<file path="src/rtl/cpu_io_bus.sv">
// cpu_io_bus: bus stage behind the 8-bit CPU memory port.
// Accesses below IO_BASE go to the external asynchronous memory. Accesses
// at or above IO_BASE reach a small I/O register file: GPIO, a UART
// transmitter with a TX FIFO, and a free-running timer with a compare flag.
// Read data is combinational because the CPU samples din on the same edge
// that it presents the address.
//
// Ports:
//   clk, rst                      clock, synchronous active-high reset
//   cpu_write/read/address/dout   CPU memory port (read has no side effects)
//   cpu_din                       combinational read data to the CPU
//   mem_we/addr/wdata, mem_rdata  pass-through to program/data memory
//   gpio_out, gpio_in             GPIO output latch / async GPIO inputs
//   uart_tx                       8N1 serial output, idle high, registered
//   irq                           timer compare flag
module cpu_io_bus #(
  parameter logic [7:0] IO_BASE    = 8'hF0,
  parameter int         CLK_DIV    = 16,
  parameter int         FIFO_DEPTH = 4
) (
  input  logic       clk,
  input  logic       rst,
  input  logic       cpu_write,
  input  logic       cpu_read,
  input  logic [7:0] cpu_address,
  input  logic [7:0] cpu_dout,
  output logic [7:0] cpu_din,
  output logic       mem_we,
  output logic [7:0] mem_addr,
  output logic [7:0] mem_wdata,
  input  logic [7:0] mem_rdata,
  output logic [7:0] gpio_out,
  input  logic [7:0] gpio_in,
  output logic       uart_tx,
  output logic       irq
);
  localparam int PW = $clog2(FIFO_DEPTH);
  localparam int CW = PW + 1;
  localparam int DW = $clog2(CLK_DIV);
  localparam logic [DW-1:0] DIV_LAST = DW'(CLK_DIV - 1);

  // Reads carry no side effects, so the read strobe is not needed.
  logic unused_rd;
  assign unused_rd = cpu_read;

  // ---------------- decode ----------------
  logic       is_io, io_wr;
  logic [7:0] off;
  assign is_io     = cpu_address >= IO_BASE;
  assign off       = cpu_address - IO_BASE;
  assign io_wr     = cpu_write && is_io;
  assign mem_we    = cpu_write && !is_io;
  assign mem_addr  = cpu_address;
  assign mem_wdata = cpu_dout;

  // ---------------- GPIO ----------------
  logic [7:0] gpio_s1, gpio_s2;
  always_ff @(posedge clk) begin
    if (rst) begin
      gpio_out <= '0;
      gpio_s1  <= '0;
      gpio_s2  <= '0;
    end else begin
      if (io_wr && off == 8'h00) gpio_out <= cpu_dout;
      gpio_s1 <= gpio_in;
      gpio_s2 <= gpio_s1;
    end
  end

  // ---------------- timer ----------------
  logic [7:0] tmr, tmr_cmp;
  logic       tmr_flag;
  always_ff @(posedge clk) begin
    if (rst) begin
      tmr      <= '0;
      tmr_cmp  <= 8'hFF;
      tmr_flag <= 1'b0;
    end else begin
      tmr <= (io_wr && off == 8'h04) ? cpu_dout : tmr + 8'd1;
      if (io_wr && off == 8'h05) tmr_cmp <= cpu_dout;
      // A match on the same edge as a clearing write keeps the flag set.
      if (tmr == tmr_cmp)                tmr_flag <= 1'b1;
      else if (io_wr && off == 8'h06)    tmr_flag <= 1'b0;
    end
  end
  assign irq = tmr_flag;

  // ---------------- TX FIFO ----------------
  logic [7:0]    fifo_mem [FIFO_DEPTH];
  logic [PW-1:0] wptr, rptr;
  logic [CW-1:0] count;
  logic          full, empty, push, pop;

  assign full  = count == CW'(FIFO_DEPTH);
  assign empty = count == '0;
  // A pop on the same edge frees a slot, so a full FIFO still accepts.
  assign push  = io_wr && off == 8'h02 && (!full || pop);

  always_ff @(posedge clk) begin
    if (push) fifo_mem[wptr] <= cpu_dout;
  end

  always_ff @(posedge clk) begin
    if (rst) begin
      wptr  <= '0;
      rptr  <= '0;
      count <= '0;
    end else begin
      if (push) wptr <= wptr + PW'(1);
      if (pop)  rptr <= rptr + PW'(1);
      case ({push, pop})
        2'b10:   count <= count + CW'(1);
        2'b01:   count <= count - CW'(1);
        default: count <= count;
      endcase
    end
  end

  // ---------------- UART shifter ----------------
  typedef enum logic [1:0] {IDLE, START, DATA, STOP} uart_st_t;
  uart_st_t      st, st_n;
  logic [DW-1:0] btmr, btmr_n;
  logic [2:0]    bitcnt, bitcnt_n;
  logic [7:0]    shreg, shreg_n;
  logic          tx_n, bit_end;

  assign bit_end = btmr == DIV_LAST;

  always_ff @(posedge clk) begin
    if (rst) begin
      st      <= IDLE;
      btmr    <= '0;
      bitcnt  <= '0;
      shreg   <= '0;
      uart_tx <= 1'b1;
    end else begin
      st      <= st_n;
      btmr    <= btmr_n;
      bitcnt  <= bitcnt_n;
      shreg   <= shreg_n;
      uart_tx <= tx_n;
    end
  end

  // tx_n is the line level for the state being entered, so the registered
  // uart_tx lines up exactly with the shifter state.
  always_comb begin
    st_n     = st;
    btmr_n   = btmr + DW'(1);
    bitcnt_n = bitcnt;
    shreg_n  = shreg;
    tx_n     = uart_tx;
    pop      = 1'b0;
    case (st)
      IDLE: begin
        btmr_n = '0;
        tx_n   = 1'b1;
        if (!empty) begin
          pop     = 1'b1;
          shreg_n = fifo_mem[rptr];
          st_n    = START;
          tx_n    = 1'b0;
        end
      end
      START: begin
        if (bit_end) begin
          st_n     = DATA;
          btmr_n   = '0;
          bitcnt_n = '0;
          tx_n     = shreg[0];
        end
      end
      DATA: begin
        if (bit_end) begin
          btmr_n = '0;
          if (bitcnt == 3'd7) begin
            st_n = STOP;
            tx_n = 1'b1;
          end else begin
            bitcnt_n = bitcnt + 3'd1;
            shreg_n  = {1'b0, shreg[7:1]};
            tx_n     = shreg[1];
          end
        end
      end
      STOP: begin
        if (bit_end) begin
          btmr_n = '0;
          if (!empty) begin
            // Chain straight into the next frame with no idle gap.
            pop     = 1'b1;
            shreg_n = fifo_mem[rptr];
            st_n    = START;
            tx_n    = 1'b0;
          end else begin
            st_n = IDLE;
            tx_n = 1'b1;
          end
        end
      end
      default: st_n = IDLE;
    endcase
  end

  // ---------------- read mux ----------------
  logic [7:0] io_rd;
  always_comb begin
    io_rd = '0;
    case (off)
      8'h00: io_rd = gpio_out;
      8'h01: io_rd = gpio_s2;
      8'h03: io_rd = {5'd0, st != IDLE, empty, full};
      8'h04: io_rd = tmr;
      8'h05: io_rd = tmr_cmp;
      8'h06: io_rd = {7'd0, tmr_flag};
      default: io_rd = '0;
    endcase
  end
  assign cpu_din = is_io ? io_rd : mem_rdata;
endmodule

</file>
<file path="config.mk">
export PLATFORM = sky130hd
export DESIGN_NAME = cpu_io_bus
export DESIGN_NICKNAME = d
export VERILOG_FILES = /design/src/rtl/cpu_io_bus.sv
export SDC_FILE = /design/constraint.sdc
export NUM_CORES = 1
export LEC_CHECK = 0
export CAP_MARGIN = 10
export CORE_AREA = 3 3 95 97
export DETAILED_ROUTE_END_ITERATION = 10
export DIE_AREA = 0 0 98 100
export PLACE_DENSITY = 0.83
export SYNTH_ARGS = -nofsm -noshare
export SYNTH_HDL_FRONTEND = slang
export SYNTH_SLANG_ARGS = --single-unit
</file>
<file path="constraint.sdc">
create_clock -name clk -period 4.55 [get_ports clk]
set_input_delay 0.455 -clock clk [delete_from_list [all_inputs] [get_ports clk]]
set_output_delay 0.455 -clock clk [all_outputs]
set_load 0.005 [all_outputs]
</file>
Word level (Yosys, flattened, before mapping)
Memories as Yosys holds them, arrays and structs flattened. A register that Yosys moved wholly into a read port is not among the register bits.
Index checks and enable logic that the tools add are counted.
{"block": "word_totals", "regBits": 66, "mem_bits_rw": 32, "mem_count": 1}
{"memory": "fifo_mem", "depth": 4, "word_bits": 8, "rd": 1, "rd_ports_with_merged_regs": 1, "wr": 1, "line_no": "89", "source": "logic [7:0] fifo_mem [FIFO_DEPTH];"}
{"block": "op_classes", "n_addsub": 8, "order_cmp": 1, "eq_ne": 21, "mux": 37, "n_reduce_logical": 24}
{"op": "two-way mux 8 bit", "count": 6}
{"op": "one-hot mux 8 bit (6 select lines)", "count": 1}
{"op": "equality test 8 x 3 -> 1 bit (second input constant)", "count": 3}
{"op": "one-hot mux 8 bit (3 select lines)", "count": 1}
{"op": "equality test 8 x 2 -> 1 bit (second input constant)", "count": 2}
{"op": "two-way mux 2 bit", "count": 7}
{"op": "two-way mux 1 bit", "count": 12}
{"op": "!= test 2 bit (second input constant)", "count": 6}
{"op": "one-hot mux 3 bit (2 select lines)", "count": 2}
{"op": "two-way mux 3 bit", "count": 3}
{"op": "adder 8 x 1 -> 8 bit (second input constant)", "count": 1}
{"op": "equality test 8 x 1 -> 1 bit (second input constant)", "count": 1}
{"op": "equality test 8 bit", "count": 1}
{"op": "greater-or-equal comparator 8 bit (second input constant)", "count": 1}
{"op": "logical AND 1 bit", "count": 8}
{"op": "logical NOT 8 bit", "count": 1}
{"op": "one-hot mux 2 bit (4 select lines)", "count": 1}
{"op": "one-hot mux 4 bit (2 select lines)", "count": 1}
{"op": "AND reduction 4 bit", "count": 2}
{"op": "nonzero test 2 bit", "count": 4}
{"op": "subtractor 8 bit (second input constant)", "count": 1}
{"op": "adder 3 x 1 -> 3 bit (second input constant)", "count": 2}
{"op": "equality test 2 bit (second input constant)", "count": 3}
{"op": "equality test 3 bit (second input constant)", "count": 2}
{"op": "16 further kinds", "count": 19}

Longest topological paths before layout
{"block": "depth", "ltp_word": 8, "ltp_mapped": 9, "ltp_nobuf": 9}

Worst setup path after synthesis
Ideal clock, no wire load.
{"block": "synth_path", "path_kind": "register to register", "from": "reg st[0]", "to": "mem fifo_mem[0][0], enable pin", "setup_time_ps": 332, "arrival_ps": 1937, "setup_slack_ps": 2281, "path_stages_with_launch": 7, "n_path_buf": 1, "cell_sequence": "dfxtp_1 -> inv_1 -> ha_1 -> clkbuf_1 -> or3_2 -> a21oi_4 -> and2_1"}
{"block": "synth_via", "elab_chain_len": 6, "elab_cells_between_ends": 7}
{"item": "start: declaration", "line_no": "121", "source": "uart_st_t st, st_n;"}
{"item": "start signal: assignment", "line_no": "137", "source": "st <= st_n;"}
{"item": "equality test 2 bit / logical NOT 2 bit (equally long branches)", "line_no": "154", "source": "case (st)"}
{"item": "one-hot mux 1 bit (2 select lines) *", "line_no": "154"}
{"item": "logical OR 1 bit *", "line_no": "97", "source": "assign push = io_wr && off == 8'h02 && (!full || pop);"}
{"item": "logical AND 1 bit *", "line_no": "97"}
{"item": "two-way mux 1 bit *", "line_no": "100", "source": "if (push) fifo_mem[wptr] <= cpu_dout;"}
{"item": "two-way mux 1 bit (implied by the code) *", "line_no": "100"}
{"item": "end: declaration", "line_no": "89"}
Every way passes the cells marked *; elsewhere a longest branch is shown, timed or not.

Final worst setup path
{"block": "layout_path", "from": "in cpu_address[7]", "to": "out cpu_din[7]"}
{"block": "layout_via", "elab_chain_len": 4, "elab_cells_between_ends": 10}
{"item": "start: declaration", "line_no": "25", "source": "input logic [7:0] cpu_address,"}
{"item": "subtractor 8 bit", "line_no": "50", "source": "assign off = cpu_address - IO_BASE;"}
{"item": "equality test 8 x 3 -> 1 bit (tied with other cells)", "line_no": "209", "source": "case (off)"}
{"item": "one-hot mux 8 bit (6 select lines)", "line_no": "209"}
{"item": "two-way mux 8 bit *", "line_no": "219", "source": "assign cpu_din = is_io ? io_rd : mem_rdata;"}
{"item": "end: declaration", "line_no": "27", "source": "output logic [7:0] cpu_din,"}
Marks and branches as above.

==> impl_metrics.yaml <==
sta:
  final_max_slew_viol_count: 0
  fin_crit_sh: 0.737
  rsz0062_at_grt: "false"
  setup-tns-final_ps: 0
  relSlewSlack: 0.427
  fmax_mhz: 298
  worstMarginPinSlew_ps: 859
  hold_viol: 0
  finalSetupViolCount: 0
  period_needed_ps: 3360
  fin_skew_ps: 7.29
floorplanning:
  rows: 33
  ios: 71
  die_area_um2: 9800
  die-width_um: 98
  die-height_um: 100
  start_util: 0.575
  core_um2: 8220
grt:
  grt_pass1_vias: 3290
  grt_max_degree: 63
  grt_antenna_before_repair: 0
  grt_remaining_overflow: 0
  track_usage: 0.196
  grt_pass1_wl_um: 15500
clock_tree:
  htree_num_levels: 3
  cts_tree: "yes"
  root_buffer: "clkbuf_8"
  path_clk_slew_ps: 100
  ctsResizeCount: 0
  clock_latency_ps: 370
  cts.sinks: 100
  cts_setup_buffers: 0
  cts-hold-fix-buffers: 0
  numCtsBuffers: 9
  clk_path_buf_depth: 2
detailed_routing:
  wl_per_cell_um: 16.3
  ant_nets: 0
  drt_wl_total_um: 9360
  drcViolationCount: 0
  dr.pass1.iters: 4
  drt_iter0_drc: 103
  vias_per_cell: 5.68
  vias: 3274
synth:
  synth_nets: 471
  syn_inst: 421
  yosysTopAreaCell: "dfxtp_1"
  syn_area_um2: 4720
  postSynth.topFlopCell: "dfxtp_1"
  async_flop_share: 0
  synth_top_cell_area_share: 0.288
  synth-warning-count: 0
  synthTopCellsByArea: "dfxtp_1, edfxtp_1, mux2i_1, mux4_2, ha_1"
  synth_edf_count: 32
  ys_seq_area_frac: 0.492
  ys_seq_elements: 100
  synth_area_per_cell_um2: 11.2
  ys_types: 60
placed_design:
  dp_cells: 560
  place_congestion: 0.828
  port_buffers: 69
  hpwl_um: 6520
pwr:
  p_per_area_nw_per_um2: 427
  ir_drop_v: 0.000200
  power_leakage_nw: 1.94
  power_mw: 2.38
final_layout:
  fin_util: 0.678
  instances_no_fill: 576
  antenna_cells: 0
  fin_nets: 516
  area_growth_pct: 18.1
  drive_gt1_frac: 0.0870
worst_setup_path:
  start_kind: "input pin"
  cp_max_fo: 19
  crit_required_ps: 4090
  crit_path_end_kind: "output port"
  r2r_slack_ps: 2030
  critical_path_class: "input pin to output port"
  cp.arrival_ps: 2900
hold_path:
  hp-class: "flop to flop"
run:
  maxCapViolCount: 0
run_status:
  status: "finished clean"
-- path summary, 6_finish.rpt --
path                   from         end  cells past startpoint
max          cpu_address[7]  cpu_din[7]                      6
min              gpio_s1[3]  gpio_s2[3]                      1
max reg2reg           st[0]    count[2]                      7
min reg2reg      gpio_s1[3]  gpio_s2[3]                      1
-- cell usage in the layout, fill, tap and decap left out, drive strengths merged, types with 5 or more instances in the layout --
cell type / netlist / final
nand3: 7 / 7
a211oi: 6 / 6
a21o: 5 / 5
inv: 12 / 13
o22ai: 7 / 7
nor3: 22 / 22
clkbuf: 16 / 11
ha: 13 / 13
or3: 5 / 5
a21oi: 10 / 10
nor2: 31 / 31
clkdlybuf4s50: 0 / 68
and2: 5 / 5
mux4: 8 / 8
xnor2: 7 / 7
o21ai: 5 / 5
edfxtp: 32 / 32
xor2: 11 / 11
nor4: 7 / 7
mux2i: 36 / 36
nand2: 17 / 17
a221oi: 7 / 7
dfxtp: 68 / 68
nor2b: 24 / 24
-- power by group --
group | leakage [nW] | switching, mW | internal (mW) | total [mW]
registers | 0.842 | 0.0686 | 0.994 | 1.06
logic | 0.982 | 0.349 | 0.321 | 0.670
clock network | 0.115 | 0.305 | 0.345 | 0.650
total | 1.94 | 0.723 | 1.66 | 2.38
-- per-stage QoR --
stage / setup slack (ps) / instance area [µm²] / hold WS, ps
floorplan: 2280 / 4720 / 414
global placement: 1230 / 5340 / 418
detailed placement: 1210 / 5340 / 423
CTS: 1190 / 5570 / 447
global route: 1090 / 5570 / 462
finish: 1190 / 5570 / 443
-- worst max-delay path, stage by stage --
cell and delay, ps:
clkdlybuf4s50_1 530, nand4_4 310, or4b_1 750, o22ai_1 240, a21o_1 110, clkdlybuf4s50_1 500
-- sequential cells by signal, indices dropped and copies added, names as in the netlist, 3 cells and up, named ones only --
register / flops
fifo_mem: 32
gpio_out: 8
gpio_s1: 8
gpio_s2: 8
shreg: 8
tmr: 8
tmr_cmp: 8
btmr: 4
bitcnt: 3
count: 3
-- routing by layer --
layer / global-route usage / wire length, µm / up-vias
li1: - / - / 1612
met1: 0.247 / 4230 / 1569
met2: 0.331 / 4500 / 84
met3: 0.0577 / 544 / 9
met4: 0.0532 / 91 / 0
met5: 0 / 0 / -
-- final cells by class --
| class | count | area (µm²) |
|---|---|---|
| fillers | 604 | 2640 |
| flip-flops and latches | 100 | 2320 |
| multi-input cells | 272 | 2140 |
| repair buffers | 71 | 701 |
| clock buffers | 11 | 153 |
| well taps | 105 | 131 |
| clock inverters | 5 | 81.3 |
| inverters | 12 | 45.0 |
-- cells in the mapped netlist, drive strengths merged, types with 3 or more instances --
cell / instances
a2111oi: 3
a211oi: 6
a21o: 5
a21oi: 10
a221o: 3
a221oi: 7
and2: 5
and3: 3
buf: 21
clkbuf: 16
dfxtp: 68
edfxtp: 32
ha: 13
inv: 12
mux2: 3
mux2i: 36
mux4: 8
nand2: 17
nand3: 7
nand4: 4
nor2: 31
nor2b: 24
nor3: 22
nor4: 7
o21ai: 5
o22ai: 7
or3: 5
xnor2: 7
xor2: 11
-- cells by family (layout without fill, tap and decap cells) --
group / after synthesis / after routing / share of synthesized area
AO/OA/AOI/OAI: 56 / 56 / 0.0925
XOR/XNOR: 18 / 18 / 0.0334
adder cells (fa/ha/maj): 14 / 14 / 0.0387
buffers and inverters: 49 / 99 / 0.0546
flip-flops: 100 / 100 / 0.492
multiplexers: 47 / 47 / 0.122
AND/OR/NAND/NOR: 137 / 137 / 0.166
Note: power is estimated with default switching activity, not from simulation.
